==> src/rtl/psg_pkg.sv <==
// Shared PSG constants: channel count, field widths and the attenuation-to-volume table.
package psg_pkg;

  localparam int unsigned NUM_TONE_CH = 3;
  localparam int unsigned PERIOD_W    = 10;
  localparam int unsigned ATTEN_W     = 4;
  localparam int unsigned VOL_W       = 8;
  localparam int unsigned AUDIO_W     = 10;

  // Entry [15] first; code 0 is loudest, code 15 is silent.
  localparam logic [15:0][VOL_W-1:0] VOL_TABLE = {
    8'd0,   8'd10,  8'd13,  8'd16,  8'd20,  8'd26,  8'd32,  8'd40,
    8'd51,  8'd64,  8'd81,  8'd102, 8'd128, 8'd161, 8'd203, 8'd255
  };

  function automatic logic [VOL_W-1:0] vol_lookup(input logic [ATTEN_W-1:0] code);
    return VOL_TABLE[code];
  endfunction

endpackage

==> src/rtl/psg_tone_channel.sv <==
// One square-wave tone channel: period/attenuation registers, tick-driven
// down-counter with toggle flop, effective level and volume contribution.
module psg_tone_channel
  import psg_pkg::*;
(
  input  logic                clk,
  input  logic                reset,
  input  logic                tick,
  input  logic                load_period,
  input  logic [PERIOD_W-1:0] period_in,
  input  logic                load_atten,
  input  logic [ATTEN_W-1:0]  atten_in,
  output logic                level,
  output logic [VOL_W-1:0]    vol
);

  logic [PERIOD_W-1:0] period;
  logic [ATTEN_W-1:0]  atten;
  logic [PERIOD_W-1:0] counter;
  logic                flop;

  // Writes never disturb the counter; a reload on the write cycle sees the old period.
  always_ff @(posedge clk or posedge reset) begin
    if (reset) begin
      period  <= '0;
      atten   <= '1;
      counter <= '0;
      flop    <= 1'b0;
    end else begin
      if (load_period) period <= period_in;
      if (load_atten)  atten  <= atten_in;
      if (tick) begin
        if (counter <= PERIOD_W'(1)) begin
          counter <= period;
          flop    <= ~flop;
        end else begin
          counter <= counter - PERIOD_W'(1);
        end
      end
    end
  end

  // Periods 0 and 1 hold the output at DC high.
  assign level = (period < PERIOD_W'(2)) ? 1'b1 : flop;
  assign vol   = level ? vol_lookup(atten) : '0;

endmodule

==> src/rtl/psg_tone_bank.sv <==
// Three-channel PSG tone bank: shared tick prescaler, per-channel generators,
// and a registered mixer producing one audio sample per tick.
module psg_tone_bank
  import psg_pkg::*;
#(
  parameter int unsigned CLK_DIV = 16
) (
  input  logic                   clk,
  input  logic                   reset,
  input  logic [NUM_TONE_CH-1:0] enable,
  input  logic [PERIOD_W-1:0]    freq,
  input  logic [NUM_TONE_CH-1:0] atten_enable,
  input  logic [ATTEN_W-1:0]     atten_mag,
  output logic [NUM_TONE_CH-1:0] tone_out,
  output logic [AUDIO_W-1:0]     audio,
  output logic                   sample_valid
);

  localparam int unsigned PRE_W = (CLK_DIV > 1) ? $clog2(CLK_DIV) : 1;

  logic [PRE_W-1:0]   prescaler;
  logic               tick;
  logic [VOL_W-1:0]   vol [NUM_TONE_CH];
  logic [AUDIO_W-1:0] mix_sum;

  assign tick = (prescaler == PRE_W'(CLK_DIV - 1));

  always_ff @(posedge clk or posedge reset) begin
    if (reset) begin
      prescaler <= '0;
    end else if (tick) begin
      prescaler <= '0;
    end else begin
      prescaler <= prescaler + PRE_W'(1);
    end
  end

  for (genvar i = 0; i < NUM_TONE_CH; i++) begin : g_ch
    psg_tone_channel u_ch (
      .clk         (clk),
      .reset       (reset),
      .tick        (tick),
      .load_period (enable[i]),
      .period_in   (freq),
      .load_atten  (atten_enable[i]),
      .atten_in    (atten_mag),
      .level       (tone_out[i]),
      .vol         (vol[i])
    );
  end

  // Three 8-bit contributions peak at 765, so 10 bits never overflow.
  always_comb begin
    mix_sum = '0;
    for (int i = 0; i < NUM_TONE_CH; i++) begin
      mix_sum = mix_sum + AUDIO_W'(vol[i]);
    end
  end

  always_ff @(posedge clk or posedge reset) begin
    if (reset) begin
      audio        <= '0;
      sample_valid <= 1'b0;
    end else begin
      sample_valid <= tick;
      if (tick) audio <= mix_sum;
    end
  end

endmodule

==> config.mk <==
export PLATFORM = sky130hd
export DESIGN_NAME = psg_tone_bank
export DESIGN_NICKNAME = d
export VERILOG_FILES = /design/src/rtl/psg_pkg.sv /design/src/rtl/psg_tone_channel.sv /design/src/rtl/psg_tone_bank.sv
export SDC_FILE = /design/constraint.sdc
export NUM_CORES = 1
export LEC_CHECK = 0
export BUFFER_PORTS_ARGS = -buffer_cell sky130_fd_sc_hd__buf_4
export CAP_MARGIN = 40
export CORE_ASPECT_RATIO = 1.75
export CORE_MARGIN = 4
export CORE_UTILIZATION = 65
export CTS_CLUSTER_DIAMETER = 100
export DETAILED_ROUTE_END_ITERATION = 6
export MAX_ROUTING_LAYER = met4
export PLACE_DENSITY = 0.82
export SYNTH_ARGS = -nofsm -noshare
export SYNTH_HDL_FRONTEND = slang
export SYNTH_HIERARCHICAL = 1
export SYNTH_SLANG_ARGS = --single-unit
==> constraint.sdc <==
create_clock -name clk -period 5.7 [get_ports clk]
set_clock_uncertainty 0.05 [all_clocks]
set_input_delay 0.57 -clock clk [delete_from_list [all_inputs] [get_ports clk]]
set_output_delay 0.57 -clock clk [all_outputs]
set_load 0.03 [all_outputs]
==> impl_results.md, run 1 <==
* Setup_tns at 0 ns
* End of the worst register-to-register path: audio[8]$_DFFE_PP0P_
* Crit path max-delay cell type: a2111oi_0
* Clk buf depth at 2
* Vias in the first global route at ~4500
* GPL Wtd Cong at between 0.9 and 1
* Filler cells at between 600 and 700
* HPWL after DPL at 10.1 mm
* Asr flop ratio synth at 1.00
* Gr ovfl total at 0
* CTS sink cnt at 90
* Xor/xnor share of the synthesized area at 0.00777
* Worst Max-Slew Pin Slew at 0.837 ns
* I/O Pins at 36
* Root Driver: clkbuf_16
* Switching share of power at 0.366
* Util after Layout at 0.750
* Post-Synth Adder-Cell Area at 0.103
* Req. time, crit path at a little under 6 ns
* Post-synth EDFFs at 0
* Row cnt at between 40 and 50
* R2R cell count at 9
* Synth Instances at roughly 580
* Crit path largest cell delay at between 0.7 and 0.8 ns
* Worst Setup SP: g_ch[2].u_ch/period[7]$_DFFE_PP0P_
* R2r startpoint: g_ch[2].u_ch/period[7]$_DFFE_PP0P_
* Final Setup Violations at 0
* Pre-Repair DR Iteration Count at 5
* Routed len/inst at roughly 18 um
* Die Wd at 78.4 um
* Register area share after synthesis at 0.402
* Power per cell area at 356 mW/mm2
* Slew headroom at 0.439
* Post-Synth Simple-Gate Area at 0.175
* Postcts setup bufs at 0
* Power share of the clock group at 0.273
* Biggest area consumer among synthesized cells: dfrtp_1
* Part of the power in combinational logic at 0.338
* Yosys cell types at 56
* H-tree depth at 3
* Internal power at 1410 uW
* Largest net degree at the start of global routing at 55
* Reg clk slew, reported paths at 0.07 ns
* Routed vias at approximately 4600
* Hold WC Path Type: in -> async
* Cell area after synthesis at roughly 0.0056 mm2
* Syn. warnings at 6
* Resize count post-CTS at 0
* Crit path max-delay family: compound AO/OA/AOI/OAI gates
* TritonCTS buffer count at 9
* Startpoint Class: register
* Die Y at 131 um
* Initial antenna violation count at 0
* Starting Density at 0.673
* Crit path max fanout at 9
* Max frequency at around 0.27 GHz
* Area Overhead vs Synth at 11.3%
* Post-synth top area share at 0.346
* Drt via density at roughly 6.4
* Number of port buffers at 35
* WS Path Type: reg -> reg
* Leak Pwr at about 0.0027 uW
* P_sw at between 800 and 900 uW
* Internal reg-to-reg setup slack at 1.96 ns
* Layout cell share with drive strength beyond 1 at 0.194
* RSZ-0062 raised after global routing: no
* Post-synthesis mux area share at 0.0664
* Fin. Hold Viols at 0
* # diodes at 0
* Number of hold buffers added after CTS at 0
* Core ar. at between 0.008 and 0.009 mm2
* Clock latency on the worst-skew pair at between 0.3 and 0.4 ns
* Ys flop type: dfrtp_1
* Max cap viols at 0
* # DRC at 0
* Die ar. at 0.0103 mm2
* Crit path cell chain: nor4_1 > a31oi_1 > a2111oi_0 > fa_1 > ha_1 > nand3_1 > o21ai_1 > a221o_1 > o32a_1
* GRT Util Overall at 0.278
* Main combinational cell family by area after synthesis: compound AO/OA/AOI/OAI gates
* Tmin final at 3.74 ns
* Synth Area in Compound Gates at 0.189
* Nets at between 600 and 700
* Antenna Nets Post-Route at 0
* TritonCTS clock tree: yes
* Worst path bufs/invs at 0
* Max-slew violations at 0
* Post-Syn Nets at 644
* Synth area leaders: dfrtp_1 (35%), ha_1 (7.1%), dfstp_2 (5.6%), mux2_2 (5.4%), o21ai_0 (4.0%)
* Maximum vdd drop at between 0.2 and 0.3 mV
* Reg power frac at 0.389
* DRT Wirelength at approximately 13 mm
* Worst Setup End Kind: register
* First-pass GRT wire length at ~22 mm
* Flops & latches, synth at 90
* Final period util at 0.655
* Data arrival time of the critical path at slightly below 4 ns
* DR iter-0 viols at 214
* Syn avg cell area at 9.70 um2
* Outcome: finished clean
registers in the layout, indices dropped and copies added, names as in the netlist:
name               count
g_ch.u_ch/counter     30
g_ch.u_ch/period      30
g_ch.u_ch/atten       12
audio                 10
prescaler              4
g_ch.u_ch/flop         3
sample_valid           1
area by class of cell:
type | count | area [um2] | area share
Clock buffer | 10 | 239 | 0.0381
Clock inverter | 6 | 72.6 | 0.0116
Sequential cell | 90 | 2270 | 0.361
Tap cell | 115 | 144 | 0.0229
Multi-Input combinational cell | 423 | 3050 | 0.487
Timing Repair Buffer | 39 | 328 | 0.0522
Inverter | 45 | 170 | 0.0271
layout by cell type, fill, tap and decap left out, types with 7 or more instances in the layout:
master	n
nand2_1	49
ha_1	32
nor2_1	42
buf_4	36
a211oi_1	19
inv_1	44
o21ai_0	45
nand3_1	17
mux2_2	27
clkbuf_16	9
mux2i_1	7
fa_1	9
dfstp_2	12
nor2b_1	13
nor3_1	29
dfrtp_1	78
a21oi_1	27
metrics by stage:
stage	instance area (um2)	setup slack, ns	instances	total power, uW	hold WS [ns]
after floorplan	5640	2.48	581	1400	0.395
after global placement	5910	2.08	709	1580	0.412
after detailed placement	5960	2.11	712	1620	0.413
after CTS	6270	2.06	728	2240	0.235
after global routing	6270	1.71	728	2370	0.263
final	6270	1.96	728	2230	0.232
power groups by stage:
stage,logic (uW),clock network [uW],registers (uW)
final,755,609,867
after global routing,829,651,886
after CTS,749,623,864
after detailed placement,744,0,874
after global placement,710,0,867
after floorplan,497,0,900
synth_stat cells (all sizes together), types with 4 or more instances:
cell,instances
buf,10
o21ai,48
a211oi,20
a2111oi,7
inv,44
nand2,49
fa,9
nor3,29
mux2,27
a311oi,6
a21o,5
dfstp,12
nor4,9
nand3,18
nor2,42
o21bai,5
a21oi,30
o311ai,6
mux2i,7
or4,6
dfrtp,78
or2,4
a31oi,6
ha,32
xnor2,4
clkbuf,13
nor2b,13
o31ai,4
worst max path at each step:
stage                                       to  depth (start not counted)
after detailed placement  audio[8]$_DFFE_PP0P_                          9
after global placement    audio[8]$_DFFE_PP0P_                          9
final                     audio[8]$_DFFE_PP0P_                          9
after global routing      audio[8]$_DFFE_PP0P_                          9
after CTS                 audio[8]$_DFFE_PP0P_                          9
after floorplan           audio[8]$_DFFE_PP0P_                         10
worst reg2reg max path, cell delays in order (launching register included):
cell	delay [ns]
dfrtp_1	0.39
nor4_1	0.36
a31oi_1	0.35
a2111oi_0	0.74
fa_1	0.53
ha_1	0.39
nand3_1	0.15
o21ai_1	0.09
a221o_1	0.26
o32a_1	0.32
per-layer routing:
layer / vias up / part of all wire / track usage
met2: 172 / 0.55 / 0.499
met4: 0 / 0.047 / 0.130
li1: 2153 / - / -
met3: 53 / 0.043 / 0.0527
met5: - / 0 / -
met1: 2262 / 0.36 / 0.287
cells by family (layout without fill, tap and decap cells):
group | after synthesis | in the layout
mux | 34 | 34
compound gates | 157 | 157
fa+ha+maj | 41 | 41
buf+inv | 68 | 100
xor+xnor | 5 | 5
simple gates | 186 | 186
flops | 90 | 90
No activity file was read; power rests on OpenSTA's default activity.
==> run 2: changes to the inputs <==
--- a/config.mk
+++ b/config.mk
@@ -9,11 +9,11 @@
 export CAP_MARGIN = 40
 export CORE_ASPECT_RATIO = 1.75
 export CORE_MARGIN = 4
-export CORE_UTILIZATION = 65
+export CORE_UTILIZATION = 61
 export CTS_CLUSTER_DIAMETER = 100
 export DETAILED_ROUTE_END_ITERATION = 6
 export MAX_ROUTING_LAYER = met4
-export PLACE_DENSITY = 0.82
+export PLACE_DENSITY = 0.77
 export SYNTH_ARGS = -nofsm -noshare
 export SYNTH_HDL_FRONTEND = slang
 export SYNTH_HIERARCHICAL = 1
==> constraint.sdc (replaced) <==
create_clock -name clk -period 3.89 [get_ports clk]
set_clock_uncertainty 0.05 [all_clocks]
set_input_delay 0.389 -clock clk [delete_from_list [all_inputs] [get_ports clk]]
set_output_delay 0.389 -clock clk [all_outputs]
set_load 0.03 [all_outputs]
==> run 2 against run 1 <==
  * First-iteration DRC count increased by 36%
  * Combinational power grew 48%
  * Routed wire length is 7.8% higher
  * Utilization fell by 5.0 points
  * Cell count increased by 1.2%
  * Power grew 47%
  * Non-clock buffer count is 4 higher
  * Design area up 0.84%
  * Via count shrank 0.24%
  * Sequential cell count unchanged
==> impl_results.md, run 2 (same netlist as run 1, synthesis figures left out) <==
* Crit path max-delay cell type: a2111oi_0
* Initial antenna violation count at 0
* Footprint of the multi-input gates at 0.00307 mm2
* Worst Max-Slew Pin Slew at approximately 0.73 ns
* Area Overhead vs Synth at 12.3%
* Power per cell area at just over 500 mW/mm2
* DRT Wirelength at between 10 and 15 mm
* Req. time, crit path at 4.06 ns
* # diodes at 0
* # DRC at 0
* Top flop regs: g_ch.u_ch/counter x30, g_ch.u_ch/period x30, g_ch.u_ch/atten x12
* Register area at between 0.002 and 0.0025 mm2
* Util after Layout at 0.700
* Worst Setup End Kind: register
* Most common cell after layout, fill and taps aside: dfrtp_1
* H-tree depth at 3
* HPWL after DPL at roughly 11 mm
* Layout cell share with drive strength beyond 1 at 0.201
* TritonCTS clock tree: yes
* GPL Wtd Cong at ~0.89
* Pre-Repair DR Iteration Count at 5
* Number of port buffers at 35
* R2R cell count at 9
* Crit path cell chain: nor4_2 > a31oi_2 > a2111oi_0 > buf_4 > fa_1 > ha_1 > o21ai_0 > a221o_1 > o32a_1
* Slew headroom at 0.513
* Root Driver: clkbuf_16
* Setup_tns at 0 ns
* Antenna Nets Post-Route at 0
* Clk buf depth at 2
* Die Y at 135 um
* GRT Util Overall at 0.288
* Fin. Hold Viols at 0
* Gr ovfl total at 0
* Max cap viols at 0
* I/O Pins at 36
* Leak Pwr at around 0.0027 uW
* Reg clk slew, reported paths at roughly 0.070 ns
* Placed Instance Area at around 0.0060 mm2
* RSZ-0062 raised after global routing: no
* Core ar. at around 0.009 mm2
* CTS sink cnt at 90
* End of the worst register-to-register path: audio[8]$_DFFE_PP0P_
* Vias in the first global route at roughly 4800
* Clock latency on the worst-skew pair at roughly 0.34 ns
* Starting Density at 0.624
* R2r startpoint: g_ch[2].u_ch/period[7]$_DFFE_PP0P_
* Crit path max fanout at 9
* Routed len/inst at roughly 19 um
* Row cnt at 46
* Outcome: finished clean
* Routed vias at between 4000 and 5000
* Startpoint Class: register
* Most frequent cells in the layout: dfrtp_1 (78), nand2_1 (49), o21ai_0 (45)
* Largest net degree at the start of global routing at 25
* Max frequency at 0.277 GHz
* Die Wd at roughly 80 um
* Hold WC Path Type: in -> async
* Data arrival time of the critical path at about 3.8 ns
* Maximum vdd drop at 0.356 mV
* Worst Setup SP: g_ch[2].u_ch/period[7]$_DFFE_PP0P_
* Worst Setup EP: audio[8]$_DFFE_PP0P_
* Final Setup Violations at 0
* WS Path Type: reg -> reg
* First-pass GRT wire length at ~23 mm
* Tmin final at 3.60 ns
* Drt via density at ~6.3
* Crit path largest cell delay at 0.52 ns
* Worst hold slack at ~0.02 ns
* Cell area after layout at between 0.006 and 0.007 mm2
* DR iter-0 viols at just under 300
* Final period util at 0.926
* Die ar. at around 0.011 mm2
* TritonCTS buffer count at 9
* Nets at approximately 680
* Filler cells at 733
* Total power draw at 3290 uW
* Max-slew violations at 0
* Internal reg-to-reg setup slack at approximately 0.29 ns
-- run 2: cell count changes in the layout (fill, tap and decap cells not counted), sizes merged --
cell	previous run	this run
clkinv	4	2
buf	39	43
clkinvlp	0	2
-- run 2: critical path: cells and delay by family (launching register included) --
family                   cells  cell delay (ns)
AO/OA/AOI/OAI                5             1.67
adder cells (fa/ha/maj)      2             0.76
flip-flops                   1             0.41
AND/OR/NAND/NOR              1             0.39
buffers and inverters        1             0.20
-- run 2: metrics by stage --
step,cells,setup WS [ns]
after floorplan,581,0.674
after global placement,718,0.368
after detailed placement,721,0.310
after CTS,737,0.211
after global routing,737,0.0535
final,737,0.286
-- run 2: area by class of cell --
class,count,area share
multi-input cells,423,0.485
clock inverters,6,0.0117
clock buffers,10,0.0362
inverters,45,0.0269
well taps,120,0.0237
flip-flops and latches,90,0.358
repair buffers,43,0.0585
-- run 2: per-layer routing --
layer	part of all wire	track usage	vias to the layer above
met4	0.052	0.169	0
met1	0.34	0.272	2273
li1	-	-	2166
met2	0.57	0.532	134
met3	0.035	0.0453	56
met5	0	-	-
-- run 2: worst min path at each step --
stage                                     from                                  to  cells past startpoint
after floorplan                          reset                audio[0]$_DFFE_PP0P_                      1
after global placement    audio[2]$_DFFE_PP0P_                audio[2]$_DFFE_PP0P_                      2
after detailed placement                 reset  g_ch[1].u_ch/period[8]$_DFFE_PP0P_                      2
after CTS                                reset  g_ch[1].u_ch/period[1]$_DFFE_PP0P_                      2
after global routing                     reset  g_ch[1].u_ch/period[1]$_DFFE_PP0P_                      2
final                                    reset  g_ch[1].u_ch/period[1]$_DFFE_PP0P_                      2
-- run 2: report_power, final --
group          internal, uW  switching, uW  leakage (uW)  total [uW]
Sequential             1090            183       0.00106        1280
Combinational           465            655       0.00147        1120
Clock                   506            385      0.000141         891
Total                  2060           1220       0.00266        3290
-- run 2: timing repair --
item | in CTS | in global routing
setup buffers | 0 | 0
hold buffers | 0 | 0
gates resized for setup | 0 | 2
endpoints found under the setup margin | 0 | 1
